### src/rtl/ps2_frame_rx_if.sv
`default_nettype none
// ============================================================================
//  Module      : ps2_frame_rx_if
//  Description : Bundle of PS/2 line inputs, receive enable and the
//                scan-code result outputs of the PS/2 frame receiver.
//  Revision    : 1.0  initial release
// ============================================================================
interface ps2_frame_rx_if;
  logic       rx_en;
  logic       ps2d;
  logic       ps2c;
  logic       rx_done_tick;
  logic [7:0] dout;
  logic       frame_err;
  logic       busy;

  // Drives the PS/2 lines and enable, observes results (bench / upstream).
  modport master (
    output rx_en, ps2d, ps2c,
    input  rx_done_tick, dout, frame_err, busy
  );

  // The receiver itself.
  modport slave (
    input  rx_en, ps2d, ps2c,
    output rx_done_tick, dout, frame_err, busy
  );
endinterface
`default_nettype wire

### src/rtl/ps2_frame_rx.sv
`default_nettype none
// ============================================================================
//  Module      : ps2_frame_rx
//  Description : PS/2 device-to-host frame receiver. Synchronises and
//                glitch-filters the PS/2 clock, shifts in 11-bit frames,
//                checks odd parity and stop bit, and abandons truncated
//                frames through an inter-edge watchdog.
//  Revision    : 1.0  initial release
// ============================================================================
module ps2_frame_rx #(
  parameter int FILTER_LEN = 8,
  parameter int TIMEOUT    = 20000
) (
  input  logic          clk,
  input  logic          reset,   // asynchronous, active low
  ps2_frame_rx_if.slave bus
);

  localparam int WD_W = (TIMEOUT > 2) ? $clog2(TIMEOUT) : 1;
  localparam logic [WD_W-1:0] WD_LAST = WD_W'(TIMEOUT - 1);
  localparam logic [WD_W-1:0] WD_ONE  = WD_W'(1);

  typedef enum logic [1:0] {
    IDLE  = 2'd0,
    SHIFT = 2'd1,
    CHECK = 2'd2
  } state_t;

  logic [1:0]            c_sync;
  logic [1:0]            d_sync;
  logic [FILTER_LEN-1:0] c_hist;
  logic                  c_filt;
  logic                  c_filt_d;
  logic                  fall_tick;
  logic                  d_bit;

  state_t                state, state_n;
  logic [3:0]            cnt, cnt_n;
  logic [WD_W-1:0]       wd, wd_n;
  logic [9:0]            sh, sh_n;
  logic [7:0]            dout_r, dout_n;
  logic                  done_r, done_n;
  logic                  err_r, err_n;

  // Two-flop synchronisers for both asynchronous PS/2 lines (idle high).
  always_ff @(posedge clk or negedge reset) begin
    if (!reset) begin
      c_sync <= 2'b11;
      d_sync <= 2'b11;
    end else begin
      c_sync <= {c_sync[0], bus.ps2c};
      d_sync <= {d_sync[0], bus.ps2d};
    end
  end

  // Clock filter: level only changes after FILTER_LEN identical samples.
  always_ff @(posedge clk or negedge reset) begin
    if (!reset) begin
      c_hist   <= '1;
      c_filt   <= 1'b1;
      c_filt_d <= 1'b1;
    end else begin
      c_hist <= {c_hist[FILTER_LEN-2:0], c_sync[1]};
      if (c_hist == '0)
        c_filt <= 1'b0;
      else if (c_hist == '1)
        c_filt <= 1'b1;
      c_filt_d <= c_filt;
    end
  end

  assign fall_tick = c_filt_d & ~c_filt;
  assign d_bit     = d_sync[1];

  // FSM and datapath state register.
  always_ff @(posedge clk or negedge reset) begin
    if (!reset) begin
      state  <= IDLE;
      cnt    <= 4'd0;
      wd     <= '0;
      sh     <= 10'd0;
      dout_r <= 8'h00;
      done_r <= 1'b0;
      err_r  <= 1'b0;
    end else begin
      state  <= state_n;
      cnt    <= cnt_n;
      wd     <= wd_n;
      sh     <= sh_n;
      dout_r <= dout_n;
      done_r <= done_n;
      err_r  <= err_n;
    end
  end

  // Next-state logic: start detection, bit shifting, watchdog, frame check.
  always_comb begin
    state_n = state;
    cnt_n   = cnt;
    wd_n    = wd;
    sh_n    = sh;
    dout_n  = dout_r;
    done_n  = 1'b0;
    err_n   = 1'b0;
    case (state)
      IDLE: begin
        if (fall_tick && bus.rx_en && !d_bit) begin
          cnt_n   = 4'd0;
          wd_n    = '0;
          state_n = SHIFT;
        end
      end
      SHIFT: begin
        if (fall_tick) begin
          sh_n  = {d_bit, sh[9:1]};
          cnt_n = cnt + 4'd1;
          wd_n  = '0;
          // Counter holds the number of bits already taken; 9 means this
          // edge delivers the stop bit.
          if (cnt == 4'd9)
            state_n = CHECK;
        end else if (wd == WD_LAST) begin
          err_n   = 1'b1;
          state_n = IDLE;
        end else begin
          wd_n = wd + WD_ONE;
        end
      end
      CHECK: begin
        // sh[9] = stop, sh[8] = parity, sh[7:0] = data.
        if (sh[9] && (^sh[8:0])) begin
          dout_n = sh[7:0];
          done_n = 1'b1;
        end else begin
          err_n = 1'b1;
        end
        state_n = IDLE;
      end
      default: state_n = IDLE;
    endcase
  end

  assign bus.rx_done_tick = done_r;
  assign bus.frame_err    = err_r;
  assign bus.dout         = dout_r;
  assign bus.busy         = (state != IDLE);

endmodule
`default_nettype wire

### src/flat_wrapper.sv
// flat-port wrapper written by rule: the top's interface ports become plain ports
module ps2_frame_rx_flat 
#(
  parameter int FILTER_LEN = 8,
  parameter int TIMEOUT    = 20000
)
  (clk, reset, bus_rx_en, bus_ps2d, bus_ps2c, bus_rx_done_tick, bus_dout, bus_frame_err, bus_busy);
  ps2_frame_rx_if bus_i ();
  input  logic clk;
  input  logic reset;
  input wire logic [$bits(bus_i.rx_en)-1:0] bus_rx_en;
  input wire logic [$bits(bus_i.ps2d)-1:0] bus_ps2d;
  input wire logic [$bits(bus_i.ps2c)-1:0] bus_ps2c;
  output wire logic [$bits(bus_i.rx_done_tick)-1:0] bus_rx_done_tick;
  output wire logic [$bits(bus_i.dout)-1:0] bus_dout;
  output wire logic [$bits(bus_i.frame_err)-1:0] bus_frame_err;
  output wire logic [$bits(bus_i.busy)-1:0] bus_busy;
  assign bus_i.rx_en = bus_rx_en;
  assign bus_i.ps2d = bus_ps2d;
  assign bus_i.ps2c = bus_ps2c;
  assign bus_rx_done_tick = bus_i.rx_done_tick;
  assign bus_dout = bus_i.dout;
  assign bus_frame_err = bus_i.frame_err;
  assign bus_busy = bus_i.busy;
  ps2_frame_rx #(.FILTER_LEN(FILTER_LEN), .TIMEOUT(TIMEOUT)) u_core (.clk(clk), .reset(reset), .bus(bus_i));
endmodule
### config.mk
export PLATFORM = sky130hd
export DESIGN_NAME = ps2_frame_rx_flat
export DESIGN_NICKNAME = d
export VERILOG_FILES = /design/src/rtl/ps2_frame_rx_if.sv /design/src/rtl/ps2_frame_rx.sv /design/src/flat_wrapper.sv
export SDC_FILE = /design/constraint.sdc
export NUM_CORES = 1
export LEC_CHECK = 0
export CORE_MARGIN = 1
export CORE_UTILIZATION = 55
export CTS_CLUSTER_SIZE = 24
export DETAILED_ROUTE_END_ITERATION = 7
export PLACE_DENSITY_LB_ADDON = 0.2
export SLEW_MARGIN = 20
export SYNTH_ARGS = -nofsm -noshare
export SYNTH_HDL_FRONTEND = slang
export SYNTH_SLANG_ARGS = --single-unit
### constraint.sdc
create_clock -name clk -period 2.3 [get_ports clk]
set_clock_uncertainty 0.2 [all_clocks]
set_input_delay 0.46 -clock clk [delete_from_list [all_inputs] [get_ports clk]]
set_output_delay 0.46 -clock clk [all_outputs]
set_load 0.005 [all_outputs]
Word level (Yosys, flattened, before mapping). Index checks and enable logic that the tools add are counted. W data, S select, Z words.

Register bits after elaboration: 55. Word-level logic and storage cells: 61.

Add/sub/neg operators: 2. Eq/ne operators: 10. Multiplexer cells: 20. Bitwise logic cells: 2. Reduce and logical (&&, ||, !) cells: 15.

Operator list (count): $mux W15 (3); $pmux W15 S2 (1); $add A15 B1 Y15 const B (1); $eq A15 B15 Y1 const B (1); $reduce_and A3 Y1 (3); $reduce_xor A9 Y1 (1); $eq A8 B8 Y1 const B (1); $logic_not A8 Y1 (1); $mux W2 (4); $mux W4 (2); $pmux W4 S2 (1); $mux W1 (7); $reduce_bool A2 Y1 (3); $add A4 B1 Y4 const B (1); $eq A4 B4 Y1 const B (1); $ne A2 B1 Y1 const B (2); $pmux W2 S2 (1); $reduce_and A2 Y1 (2); $logic_and A1 B1 Y1 (3); $ne A3 B1 Y1 const B (1); $ne A3 B2 Y1 const B (1); $ne A3 B3 Y1 const B (1); $eq A2 B1 Y1 const B (1); $eq A2 B2 Y1 const B (1); 5 further kinds (5).

Logic depth before layout (Yosys ltp).
Depth in word-level cells: 6. Mapped depth: 8. Depth with buffers taken out: 7.

Worst setup path after synthesis. OpenSTA, ideal clock, no wires.

Path type: register to register. Start: register u_core.sh[2]. End: register u_core.dout_r[0], in the netlist u_core.bus.dout[0]. Setup time: 0.125 ns. Arrival time: 1.691 ns. Slack: 0.284 ns. Stages on the path, launching flop included: 6. Cell sequence: dfrtp_1 -> xnor2_1 -> xnor3_1 -> xnor2_2 -> nand3_4 -> mux2_4.

Longest elaborated chain between the ends: 3.

Ends and longest elaborated chain: start: declaration (RTL line ps2_frame_rx.sv:40) `logic [9:0] sh, sh_n;`; start signal: assignment (RTL line ps2_frame_rx.sv:89) `sh <= sh_n;`; $reduce_xor A9 Y1 (RTL line ps2_frame_rx.sv:131) `if (sh[9] && (^sh[8:0])) begin`; $logic_and A1 B1 Y1 (RTL line ps2_frame_rx.sv:131); $reduce_and A2 Y1 (no line); end signal: assignment (RTL line ps2_frame_rx.sv:90) `dout_r <= dout_n;`; end: declaration (RTL line ps2_frame_rx.sv:41) `logic [7:0] dout_r, dout_n;`.

Every way passes these cells. A chain may end at the register's enable or synchronous reset.

Worst setup path after layout.
Start: register u_core.sh[6]. End: register u_core.dout_r[3], in the netlist u_core.bus.dout[3].

Same word-level chain as after synthesis.

==> reports/qor.yml <==
place.gp.congestion: 0.804
num_rows: 23
placed_cell_area_um2: 2710
viasPerCell: 5.81
min_period_ns: 2.16
timing.rr.end: "u_core.bus.dout[3]"
finalPower_uw: 2180
drv_cap: 0
die_h_um: 68.8
power.density_nw_per_um2: 772
top_layer: "met4"
power.leakage_uw: 0.00133
status: "complete, no violations"
worstSetupStartpointType: "flop"
drc: 0
drive_gt1_frac: 0.228
boundaryPins: 16
start_util: 0.592
netlist_area_um2: 2450
clk_latency_ns: 0.30
timing.rr.start: "u_core.sh[6]"
synthTopCellsByArea: "dfrtp_1 42%, dfstp_2 15%, mux2_2 5.0%, mux2_4 4.9%, xor2_1 3.6%"
rr_worst_depth: 5
die_w_um: 68.8
rsz0062_at_grt: "false"
setup-tns-final_ns: 0
wl_per_cell_um: 16.1
htreeDepth: 2
synth_common_cells: "41 x dfrtp_1, 19 x nor2_1, 14 x dfstp_2, 14 x nand2_1"
fin_cells: 278
critPathBufInv: 0
cts_tree: "done"
grt.total_usage: 0.230
ys.flop_type: "dfrtp_1"
tightest_slew_ns: 0.507
synth_seq_cells: 55
setup_violations: 0
grt_max_degree: 35
slew_violations: 0
hold_slack_ns: 0.160
clk_pin_slew_ns: 0.09
drt_iter0_drc: 173
fin_crit_sh: 0.941
postCtsSetupRepairBufs: 0
synth_area_per_cell_um2: 12.2
synth_warnings: 0
synth_top_area_cell: "dfrtp_1"
drtAntennaViolNets: 0
hp-class: "reg -> reg"
grt_overflow: 0
dp.cells: 269
path_cells: "xnor2_1 -> xnor3_1 -> xnor2_2 -> nand3_4 -> mux2_4"
clk_path_buf_depth: 2
dr.pass1.iters: 4
port_buffers: 15
synth_edf_count: 0
cts_root_buf: "clkbuf_8"
detailed_place_hpwl_um: 3260
cp-end-kind: "flop"
die_area_um2: 4730
worst-path-max-fanout: 9
syn_inst: 202
path_class: "reg -> reg"
async_flop_share: 1.00
max_freq_ghz: 0.462
synth.most_common_cell: "dfrtp_1"
coreArea_um2: 4140
met1Wirelength_um: 2060
crit_required_ns: 2.29
ys_seq_area_frac: 0.568
reg2reg_slack_ns: 0.14
crit_end: "u_core.bus.dout[3]"
clock_sinks: 55
synth_top_area_frac: 0.418
startpoint: "u_core.sh[6]"
crit_path_top_delay_cell: "dfrtp_1"
fin_area_um2: 2830
hold_viol_final: 0
cp_top_family: "XOR/XNOR gates"
wl_met2_um: 2250
first_global_vias: 1698
grt_pass1_wl_um: 7830
wirelength_um: 4480
crit_arrival_ns: 2.15
cp_slowest_stage_delay_ns: 0.44
fin_nets: 238
maxSlewHeadroom: 0.662
wl_met3_um: 114
antenna_found_initial: 0
synth_cell_type_count: 41
worst-path-stages: 5
syn2layout_area_growth_pct: 15.3
synth_nets: 213
ir_worst_vdd_uv: 494
cts_made_buffers: 5
route.vias.total: 1616
antenna_cells: 0
-- final cells by class --
type	instances	area, um^2
clock buffers	7	108
clock inverters	1	5.00
fillers	317	1310
inverters	6	22.5
multi-input cells	137	1020
flip-flops and latches	55	1390
well taps	50	62.6
repair buffers	22	215
-- worst register-to-register path: stages, from the launching register on --
cell,delay [ns]
dfrtp_1,0.44
xnor2_1,0.23
xnor3_1,0.39
xnor2_2,0.24
nand3_4,0.21
mux2_4,0.35
-- sequential cells by signal, summed over array words and instances (netlist names) --
| register | count |
|---|---|
| u_core.bus.dout | 8 |
| u_core.bus.rx_done_tick | 1 |
| u_core.c_filt | 1 |
| u_core.c_sync | 2 |
| u_core.bus.frame_err | 1 |
| u_core.state | 2 |
| u_core.wd | 15 |
| u_core.c_filt_d | 1 |
| u_core.cnt | 4 |
| u_core.sh | 10 |
| u_core.d_sync | 2 |
| u_core.c_hist | 8 |
-- layer usage --
layer  vias up  global-route usage
met5         -                   0
met4         0              0.0969
met3         6              0.0411
met2        28               0.392
met1       819               0.288
li1        763                   -
-- timing repair --
action / in CTS / in global routing
endpoints found under the hold margin: 21 / 0
resized for setup: 0 / 2
hold buffers: 1 / 0
setup endpoints to repair: 0 / 3
-- how the worst min path moves through the flow --
stage / start / to / slack, ns / cells after the start
floorplan: reset / u_core.bus.dout[0] / -0.04 / 0
global placement: u_core.d_sync[0] / u_core.d_sync[1] / 0.15 / 0
detailed placement: u_core.c_sync[0] / u_core.c_sync[1] / 0.15 / 0
CTS: u_core.c_sync[0] / u_core.c_sync[1] / 0.16 / 0
global route: u_core.c_sync[0] / u_core.c_sync[1] / 0.17 / 0
finish: u_core.c_sync[0] / u_core.c_sync[1] / 0.16 / 0
-- report_power, final --
| group | internal [uW] | total (uW) | switching (uW) |
|---|---|---|---|
| Clock | 309 | 599 | 290 |
| Combinational | 192 | 473 | 280 |
| Sequential | 1040 | 1110 | 68.7 |
-- logic make-up after synthesis --
logic type | share of synthesized area
simple gates | 0.149
flops | 0.568
compound gates | 0.0637
mux | 0.108
xor+xnor | 0.0657
buf+inv | 0.0153
fa+ha+maj | 0.0306
-- placed cells by master, fill, tap and decap left out, types with 8 or more instances in the layout --
| master | n |
|---|---|
| nand2_1 | 14 |
| dfrtp_1 | 41 |
| nor2_1 | 19 |
| clkdlybuf4s50_1 | 13 |
| xor2_1 | 10 |
| mux2_2 | 11 |
| mux2_4 | 8 |
| o21ai_0 | 10 |
| dfstp_2 | 14 |
| nand3_1 | 8 |
-- per-stage QoR --
step,util,worst slack [ns]
2_1_floorplan,-,0.284
3_3_place_gp,0.653,0.112
3_5_place_dp,0.653,0.0547
4_1_cts,0.682,0.0115
5_1_grt,0.683,0.0263
6_report,0.683,0.135
Note: power is estimated with default switching activity, not from simulation.
